`config.mk`:
```
export PLATFORM = sky130hd
export DESIGN_NAME = pll_freq_monitor_flat
export DESIGN_NICKNAME = d
export VERILOG_FILES = /design/src/rtl/pll_freq_monitor_if.sv /design/src/rtl/pll_freq_monitor.sv /design/src/flat_wrapper.sv
export SDC_FILE = /design/constraint.sdc
export NUM_CORES = 1
export LEC_CHECK = 0
export CORE_MARGIN = 2
export CORE_UTILIZATION = 50
export DETAILED_ROUTE_END_ITERATION = 10
export GPL_TIMING_DRIVEN = 0
export PLACE_DENSITY = 0.74
export SYNTH_ARGS = -nofsm -noshare
export SYNTH_HDL_FRONTEND = slang
export SYNTH_SLANG_ARGS = --single-unit
```
`constraint.sdc`:
```
create_clock -name clkin -period 2 [get_ports clkin]
set_input_delay 0.3 -clock clkin [delete_from_list [all_inputs] [get_ports clkin]]
set_output_delay 0.3 -clock clkin [all_outputs]
set_load 0.02 [all_outputs]
```
`src/rtl/pll_freq_monitor_if.sv`:
```
// pll_freq_monitor_if
//   Groups the reference input and the status outputs of the PLL frequency monitor.
//   The master modport is the monitor itself. It receives ref_toggle and drives the status outputs.
//   The slave modport is the consumer. It drives ref_toggle and reads the status outputs.
//
//   ref_toggle  reference toggle from the crystal domain (asynchronous to clkin)
//   locked      frequency-in-range indication
//   meas_valid  one-cycle pulse, meas_count/meas_good just updated
//   meas_count  cycle count of the last completed window
//   meas_good   range-check result of the last completed window
//   stall       one-cycle pulse when a window times out
//   err_sticky  bad window or stall seen after lock, cleared only by reset
interface pll_freq_monitor_if #(
    parameter int CNT_W = 16
);
    logic             ref_toggle;
    logic             locked;
    logic             meas_valid;
    logic [CNT_W-1:0] meas_count;
    logic             meas_good;
    logic             stall;
    logic             err_sticky;

    modport master (
        input  ref_toggle,
        output locked, meas_valid, meas_count, meas_good, stall, err_sticky
    );

    modport slave (
        output ref_toggle,
        input  locked, meas_valid, meas_count, meas_good, stall, err_sticky
    );
endinterface

```
`src/rtl/pll_freq_monitor.sv`:
```
// pll_freq_monitor
//   Runs in the PLL system clock domain (clkin). It measures how many clkin cycles fall
//   between consecutive edges of a slow reference toggle from the crystal domain.
//   Each completed window is range-checked against EXPECTED +/- TOL.
//   `locked` asserts after LOCK_WINDOWS consecutive good windows.
//
//   Ports:
//     clkin   the monitored PLL system clock (the only clock)
//     reset   synchronous, active-high reset
//     mon     pll_freq_monitor_if.master: ref_toggle in; locked, meas_valid,
//             meas_count, meas_good, stall, err_sticky out
//
//   Optional build macro PLL_FREQ_MON_HYST_EN:
//     When it is defined, a locked monitor tolerates one isolated bad window or stall.
//     Lock drops only after two consecutive bad events.
//     When it is undefined, the first bad event drops lock.
module pll_freq_monitor #(
    parameter int CNT_W        = 16,
    parameter int EXPECTED     = 1000,
    parameter int TOL          = 8,
    parameter int LOCK_WINDOWS = 4
) (
    input  logic               clkin,
    input  logic               reset,
    pll_freq_monitor_if.master mon
);
    localparam logic [CNT_W-1:0] LO_VAL      = CNT_W'(EXPECTED - TOL);
    localparam logic [CNT_W-1:0] HI_VAL      = CNT_W'(EXPECTED + TOL);
    localparam logic [CNT_W-1:0] TIMEOUT_VAL = CNT_W'(EXPECTED + TOL + 1);
    localparam logic [CNT_W-1:0] CNT_MAX     = '1;
    localparam int               RUN_W       = $clog2(LOCK_WINDOWS + 1);
    localparam logic [RUN_W-1:0] RUN_FULL    = RUN_W'(LOCK_WINDOWS);

    // The timeout must be reachable before the counter saturates.
    if (EXPECTED + TOL + 1 >= (1 << CNT_W)) begin : g_bad_params
        $error("pll_freq_monitor: EXPECTED+TOL+1 must be below 2**CNT_W");
    end

    typedef enum logic {SYNC, MEASURE} state_t;

    state_t           state_q, state_d;
    logic             s1_q, s1_d, s2_q, s2_d, s3_q, s3_d;
    logic [CNT_W-1:0] counter_q, counter_d;
    logic             meas_valid_q, meas_valid_d;
    logic [CNT_W-1:0] meas_count_q, meas_count_d;
    logic             meas_good_q, meas_good_d;
    logic             stall_q, stall_d;
    logic [RUN_W-1:0] good_run_q, good_run_d;
    logic             locked_q, locked_d;
    logic             err_sticky_q, err_sticky_d;
`ifdef PLL_FREQ_MON_HYST_EN
    logic             bad_run_q, bad_run_d;
`endif

    logic             ref_edge;
    logic             timeout;
    logic             good_evt;
    logic             bad_evt;
    logic [RUN_W-1:0] run_inc;

    assign ref_edge = s2_q ^ s3_q;
    // An edge on the timeout cycle wins, so timeout requires no edge.
    assign timeout  = (state_q == MEASURE) && !ref_edge && (counter_q == TIMEOUT_VAL);
    // Lock bookkeeping works off the registered window result, so `locked` trails meas_valid/stall by one cycle.
    assign good_evt = meas_valid_q && meas_good_q;
    assign bad_evt  = (meas_valid_q && !meas_good_q) || stall_q;
    assign run_inc  = (good_run_q == RUN_FULL) ? good_run_q : good_run_q + RUN_W'(1);

    always_ff @(posedge clkin) begin
        if (reset) begin
            state_q      <= SYNC;
            s1_q         <= 1'b0;
            s2_q         <= 1'b0;
            s3_q         <= 1'b0;
            counter_q    <= '0;
            meas_valid_q <= 1'b0;
            meas_count_q <= '0;
            meas_good_q  <= 1'b0;
            stall_q      <= 1'b0;
            good_run_q   <= '0;
            locked_q     <= 1'b0;
            err_sticky_q <= 1'b0;
`ifdef PLL_FREQ_MON_HYST_EN
            bad_run_q    <= 1'b0;
`endif
        end else begin
            state_q      <= state_d;
            s1_q         <= s1_d;
            s2_q         <= s2_d;
            s3_q         <= s3_d;
            counter_q    <= counter_d;
            meas_valid_q <= meas_valid_d;
            meas_count_q <= meas_count_d;
            meas_good_q  <= meas_good_d;
            stall_q      <= stall_d;
            good_run_q   <= good_run_d;
            locked_q     <= locked_d;
            err_sticky_q <= err_sticky_d;
`ifdef PLL_FREQ_MON_HYST_EN
            bad_run_q    <= bad_run_d;
`endif
        end
    end

    always_comb begin
        state_d = state_q;
        case (state_q)
            SYNC:    if (ref_edge) state_d = MEASURE;
            MEASURE: if (timeout)  state_d = SYNC;
            default: state_d = SYNC;
        endcase
    end

    // Window measurement: the counter restarts at 1 on every edge, so its value on the next edge is the edge-to-edge distance.
    always_comb begin
        s1_d         = mon.ref_toggle;
        s2_d         = s1_q;
        s3_d         = s2_q;
        counter_d    = counter_q;
        meas_valid_d = 1'b0;
        meas_count_d = meas_count_q;
        meas_good_d  = meas_good_q;
        stall_d      = 1'b0;
        case (state_q)
            SYNC: begin
                if (ref_edge) counter_d = CNT_W'(1);
            end
            MEASURE: begin
                if (ref_edge) begin
                    meas_valid_d = 1'b1;
                    meas_count_d = counter_q;
                    meas_good_d  = (counter_q >= LO_VAL) && (counter_q <= HI_VAL);
                    counter_d    = CNT_W'(1);
                end else if (timeout) begin
                    stall_d   = 1'b1;
                    counter_d = '0;
                end else begin
                    counter_d = (counter_q == CNT_MAX) ? counter_q : counter_q + CNT_W'(1);
                end
            end
            default: counter_d = '0;
        endcase
    end

    // Good-run, lock and sticky-error tracking.
    always_comb begin
        good_run_d   = good_run_q;
        locked_d     = locked_q;
        err_sticky_d = err_sticky_q;
`ifdef PLL_FREQ_MON_HYST_EN
        bad_run_d    = bad_run_q;
`endif
        if (good_evt) begin
            good_run_d = run_inc;
            if (run_inc == RUN_FULL) locked_d = 1'b1;
`ifdef PLL_FREQ_MON_HYST_EN
            bad_run_d = 1'b0;
`endif
        end else if (bad_evt) begin
            good_run_d = '0;
            if (locked_q) err_sticky_d = 1'b1;
`ifdef PLL_FREQ_MON_HYST_EN
            // The first bad event while locked is only remembered. The second consecutive one drops lock.
            if (locked_q && !bad_run_q) begin
                bad_run_d = 1'b1;
            end else begin
                bad_run_d = 1'b0;
                locked_d  = 1'b0;
            end
`else
            locked_d = 1'b0;
`endif
        end
    end

    assign mon.locked     = locked_q;
    assign mon.meas_valid = meas_valid_q;
    assign mon.meas_count = meas_count_q;
    assign mon.meas_good  = meas_good_q;
    assign mon.stall      = stall_q;
    assign mon.err_sticky = err_sticky_q;
endmodule

```
`src/flat_wrapper.sv`:
```
// flat-port wrapper written by rule: the top's interface ports become plain ports
module pll_freq_monitor_flat 
#(
    parameter int CNT_W        = 16,
    parameter int EXPECTED     = 1000,
    parameter int TOL          = 8,
    parameter int LOCK_WINDOWS = 4
)
  (clkin, reset, mon_ref_toggle, mon_locked, mon_meas_valid, mon_meas_count, mon_meas_good, mon_stall, mon_err_sticky);
  pll_freq_monitor_if #(.CNT_W(CNT_W)) mon_i ();
  input  logic clkin;
  input  logic reset;
  input wire logic [$bits(mon_i.ref_toggle)-1:0] mon_ref_toggle;
  output wire logic [$bits(mon_i.locked)-1:0] mon_locked;
  output wire logic [$bits(mon_i.meas_valid)-1:0] mon_meas_valid;
  output wire logic [$bits(mon_i.meas_count)-1:0] mon_meas_count;
  output wire logic [$bits(mon_i.meas_good)-1:0] mon_meas_good;
  output wire logic [$bits(mon_i.stall)-1:0] mon_stall;
  output wire logic [$bits(mon_i.err_sticky)-1:0] mon_err_sticky;
  assign mon_i.ref_toggle = mon_ref_toggle;
  assign mon_locked = mon_i.locked;
  assign mon_meas_valid = mon_i.meas_valid;
  assign mon_meas_count = mon_i.meas_count;
  assign mon_meas_good = mon_i.meas_good;
  assign mon_stall = mon_i.stall;
  assign mon_err_sticky = mon_i.err_sticky;
  pll_freq_monitor #(.CNT_W(CNT_W), .EXPECTED(EXPECTED), .TOL(TOL), .LOCK_WINDOWS(LOCK_WINDOWS)) u_core (.clkin(clkin), .reset(reset), .mon(mon_i));
endmodule
```
==> results.sh <==
export IMPL_status="finished clean"
export IMPL_whs_ps=451.7
export IMPL_crit_path_start_kind="flip-flop"
export IMPL_crit_fanout=5
export IMPL_cp_required_ps=2170
export IMPL_swShare=0.2347
export IMPL_yosys_top_cells_count="44 x dfxtp_1, 44 x nand2_1, 35 x a21oi_1"
export IMPL_ir_drop_uv=335.1
export IMPL_finalHoldViolations=0
export IMPL_drt_initial_drc_count=140
export IMPL_netlist_instances=253
export IMPL_grt_pass1_vias=1833
export IMPL_dieArea_sq_um=4800
export IMPL_fin_cells=346
export IMPL_cts_root_buf="clkbuf_8"
export IMPL_p_per_area_nw_per_um2=600.5
export IMPL_num_vias=2000
export IMPL_hold_buffers=0
export IMPL_critPathArrivalTime_ps=2150
export IMPL_synth_fp_nets=261
export IMPL_io_buffers=23
export IMPL_ys_seq_area_frac=0.4134
export IMPL_seqPwrFrac=0.545
export IMPL_clock_skew_ps=4.426
export IMPL_start_util=0.5251
export IMPL_worstSkewPairLatency_ps=290
export IMPL_synth_area_sq_um=2131
export IMPL_gr_total_overflow=0
export IMPL_intPower_mw=1.247
export IMPL_ys_ff_latch=44
export IMPL_diodes=0
export IMPL_synthSimpleGateAreaFrac=0.3142
export IMPL_hpwl_um=3354
export IMPL_grt_max_degree=13
export IMPL_numCtsBuffers=5
export IMPL_synthToLayoutAreaGrowth_pct=27.30
export IMPL_grt_pass1_wl_um=8535
export IMPL_final_antenna_net_count=0
export IMPL_netlist_area_leader_share=0.4134
export IMPL_synth_top_family_by_area="simple AND/OR/NAND/NOR gates"
export IMPL_synth_edff_count=0
export IMPL_cts_max_level=2
export IMPL_cp_top_family="simple AND/OR/NAND/NOR gates"
export IMPL_synth_area_top_cells="dfxtp_1 41%, a21oi_1 8.2%, nand2_1 7.8%"
export IMPL_finalPower_mw=1.629
export IMPL_crit_end="u_core.counter_q[12]"
export IMPL_fin_crit_sh=0.9928
export IMPL_synthAdderAreaFrac=0.02936
export IMPL_synthFlopType="dfxtp_1"
export IMPL_rsz0062_at_grt="yes"
export IMPL_muxShareOfSynthArea=0.009982
export IMPL_min_path_type="reg2reg"
export IMPL_p_leak_nw=0.9098
export IMPL_finalSetupViolCount=0
export IMPL_place_congestion=0.8776
export IMPL_synth_compound_area_frac=0.1603
export IMPL_yosysTopAreaCell="dfxtp_1"
export IMPL_cpPeakStageDelay_ps=550
export IMPL_clk_pin_slew_worst_paths_ps=80
export IMPL_chipHeight_um=69.28
export IMPL_drv_cap=0
export IMPL_reg2reg_depth=6
export IMPL_yosysWarnings=0
export IMPL_criticalPathCategory="reg2reg"
export IMPL_r2r_slack_ps=10
export IMPL_synth_xor_area_frac=0.008221
export IMPL_placedCellCount=326
export IMPL_io_pins=24
export IMPL_syn_area_per_cell_sq_um=8.422
export IMPL_layout_drive_gt1_share=0.2230
export IMPL_reg2reg_to="u_core.counter_q[12]"
export IMPL_route_detailed_drc=0
export IMPL_nets=304
export IMPL_die_w_um=69.28
export IMPL_rows=23
export IMPL_path_buf_inv=1
export IMPL_antenna_found_initial=0
export IMPL_critPathCaptureType="flip-flop"
export IMPL_wl_per_cell_um=15.01
export IMPL_synth_distinct_cells=50
export IMPL_slew_headroom=0.6562
export IMPL_post_drt_via_cell_ratio=5.780
export IMPL_slowest_stage="or4_4"
export IMPL_min_period_ps=1986
export IMPL_worstSetupStartpoint="u_core.counter_q[10]"
export IMPL_crit_cells=6
export IMPL_combinationalPowerShare=0.087
export IMPL_drt_wl_total_um=5193
export IMPL_grt_util_all_layers=0.2179
export IMPL_path_cells="or4_4 > or4_4 > nand4_4 > buf_6 > or4_1 > o31ai_1"
export IMPL_cts_buffer_depth=2
export IMPL_timing_rr_start="u_core.counter_q[10]"
export IMPL_power_share_clock=0.368
export IMPL_clock_fmax_mhz=503.6
export IMPL_cts_tree="done"
export IMPL_async_reset_ff_frac=0
export IMPL_crit_top_cell="or4_4"
export IMPL_coreArea_sq_um=4058
export IMPL_power_switching_mw=0.3824
export IMPL_drt_pre_antenna_iters=4
export IMPL_worst_slew_pin_slew_ps=515.7
export IMPL_slew_viol_final=0
export IMPL_clock_sinks=44
==> area by class of cell <==
cell class / instances / area [sq um]
timing repair buffer: 36 / 344.1
inverter: 10 / 37.54
multi-input combinational: 186 / 1174
buffer: 13 / 101.3
sequential: 44 / 897.1
fill: 353 / 1345
clock buffer: 7 / 96.34
tap: 50 / 62.56
==> power by group through the flow <==
stage | combinational, mW | sequential [mW] | clock (mW)
final | 0.141 | 0.888 | 0.599
after detailed placement | 0.117 | 0.911 | 0
after global routing | 0.152 | 0.889 | 0.641
after global placement | 0.117 | 0.910 | 0
after floorplan | 0.0887 | 0.909 | 0
after CTS | 0.133 | 0.889 | 0.605
==> repair_timing <==
item | 4_1_cts | 5_1_grt
cloned | 0 | 1
setup endpoints to repair | 16 | 20
pin swaps | 2 | 5
gates resized for setup | 11 | 19
hold endpoints to repair | 0 | 0
setup buffers | 5 | 7
==> kinds of logic after synthesis <==
| logic type | Yosys count |
|---|---|
| compound gates | 58 |
| xor+xnor | 2 |
| fa+ha+maj | 5 |
| buf+inv | 23 |
| mux | 2 |
| simple gates | 119 |
| flops | 44 |
==> flip-flops by register name (all words and copies together), names as in the netlist <==
signal                 flops
u_core.mon.err_sticky      1
u_core.s1_q                1
u_core.s2_q                1
u_core.counter_q          16
u_core.mon.meas_valid      1
u_core.good_run_q          3
u_core.mon.locked          1
u_core.mon.meas_count     16
u_core.mon.meas_good       1
u_core.state_q             1
u_core.s3_q                1
u_core.mon.stall           1
==> metrics by stage <==
step / TNS (ps) / area (sq um) / setup WS [ps] / utilization
detailed placement: -2927 / 2424 / -203.2 / 0.5973
CTS: -88.28 / 2592 / -27.54 / 0.6389
global placement: -2624 / 2424 / -188.3 / 0.5973
finish: 0 / 2713 / 14.33 / 0.6685
global route: -53.03 / 2713 / -16.23 / 0.6685
floorplan: 0 / 2131 / 44.89 / -
==> per-layer routing <==
metal	track usage	part of all wire	vias to the layer above
met5	0	0	-
met4	0.09150	0.013	0
met3	0.04070	0.062	10
met2	0.3600	0.48	59
met1	0.2781	0.44	950
li1	-	-	981
==> cells in the final DEF (no fill, tap or decap), drive strengths merged, types with 8 or more instances in the layout <==
cell and n:
nand2 44, nor3 10, inv 10, clkdlybuf4s50 23, buf 19, a21oi 36, clkbuf 14, nand3 8
o21ai 11, nor2 16, dfxtp 44, or4 11
==> how the worst min path moves through the flow <==
stage	start	endpoint	slack, ps	depth (start not counted)
after CTS	u_core.s1_q	u_core.s2_q	450	1
final	u_core.s1_q	u_core.s2_q	450	1
after detailed placement	u_core.s1_q	u_core.s2_q	430	1
after floorplan	u_core.s1_q	u_core.s2_q	410	1
after global placement	u_core.s1_q	u_core.s2_q	420	1
after global routing	u_core.s1_q	u_core.s2_q	470	1
(Power assumes the default switching activity.)
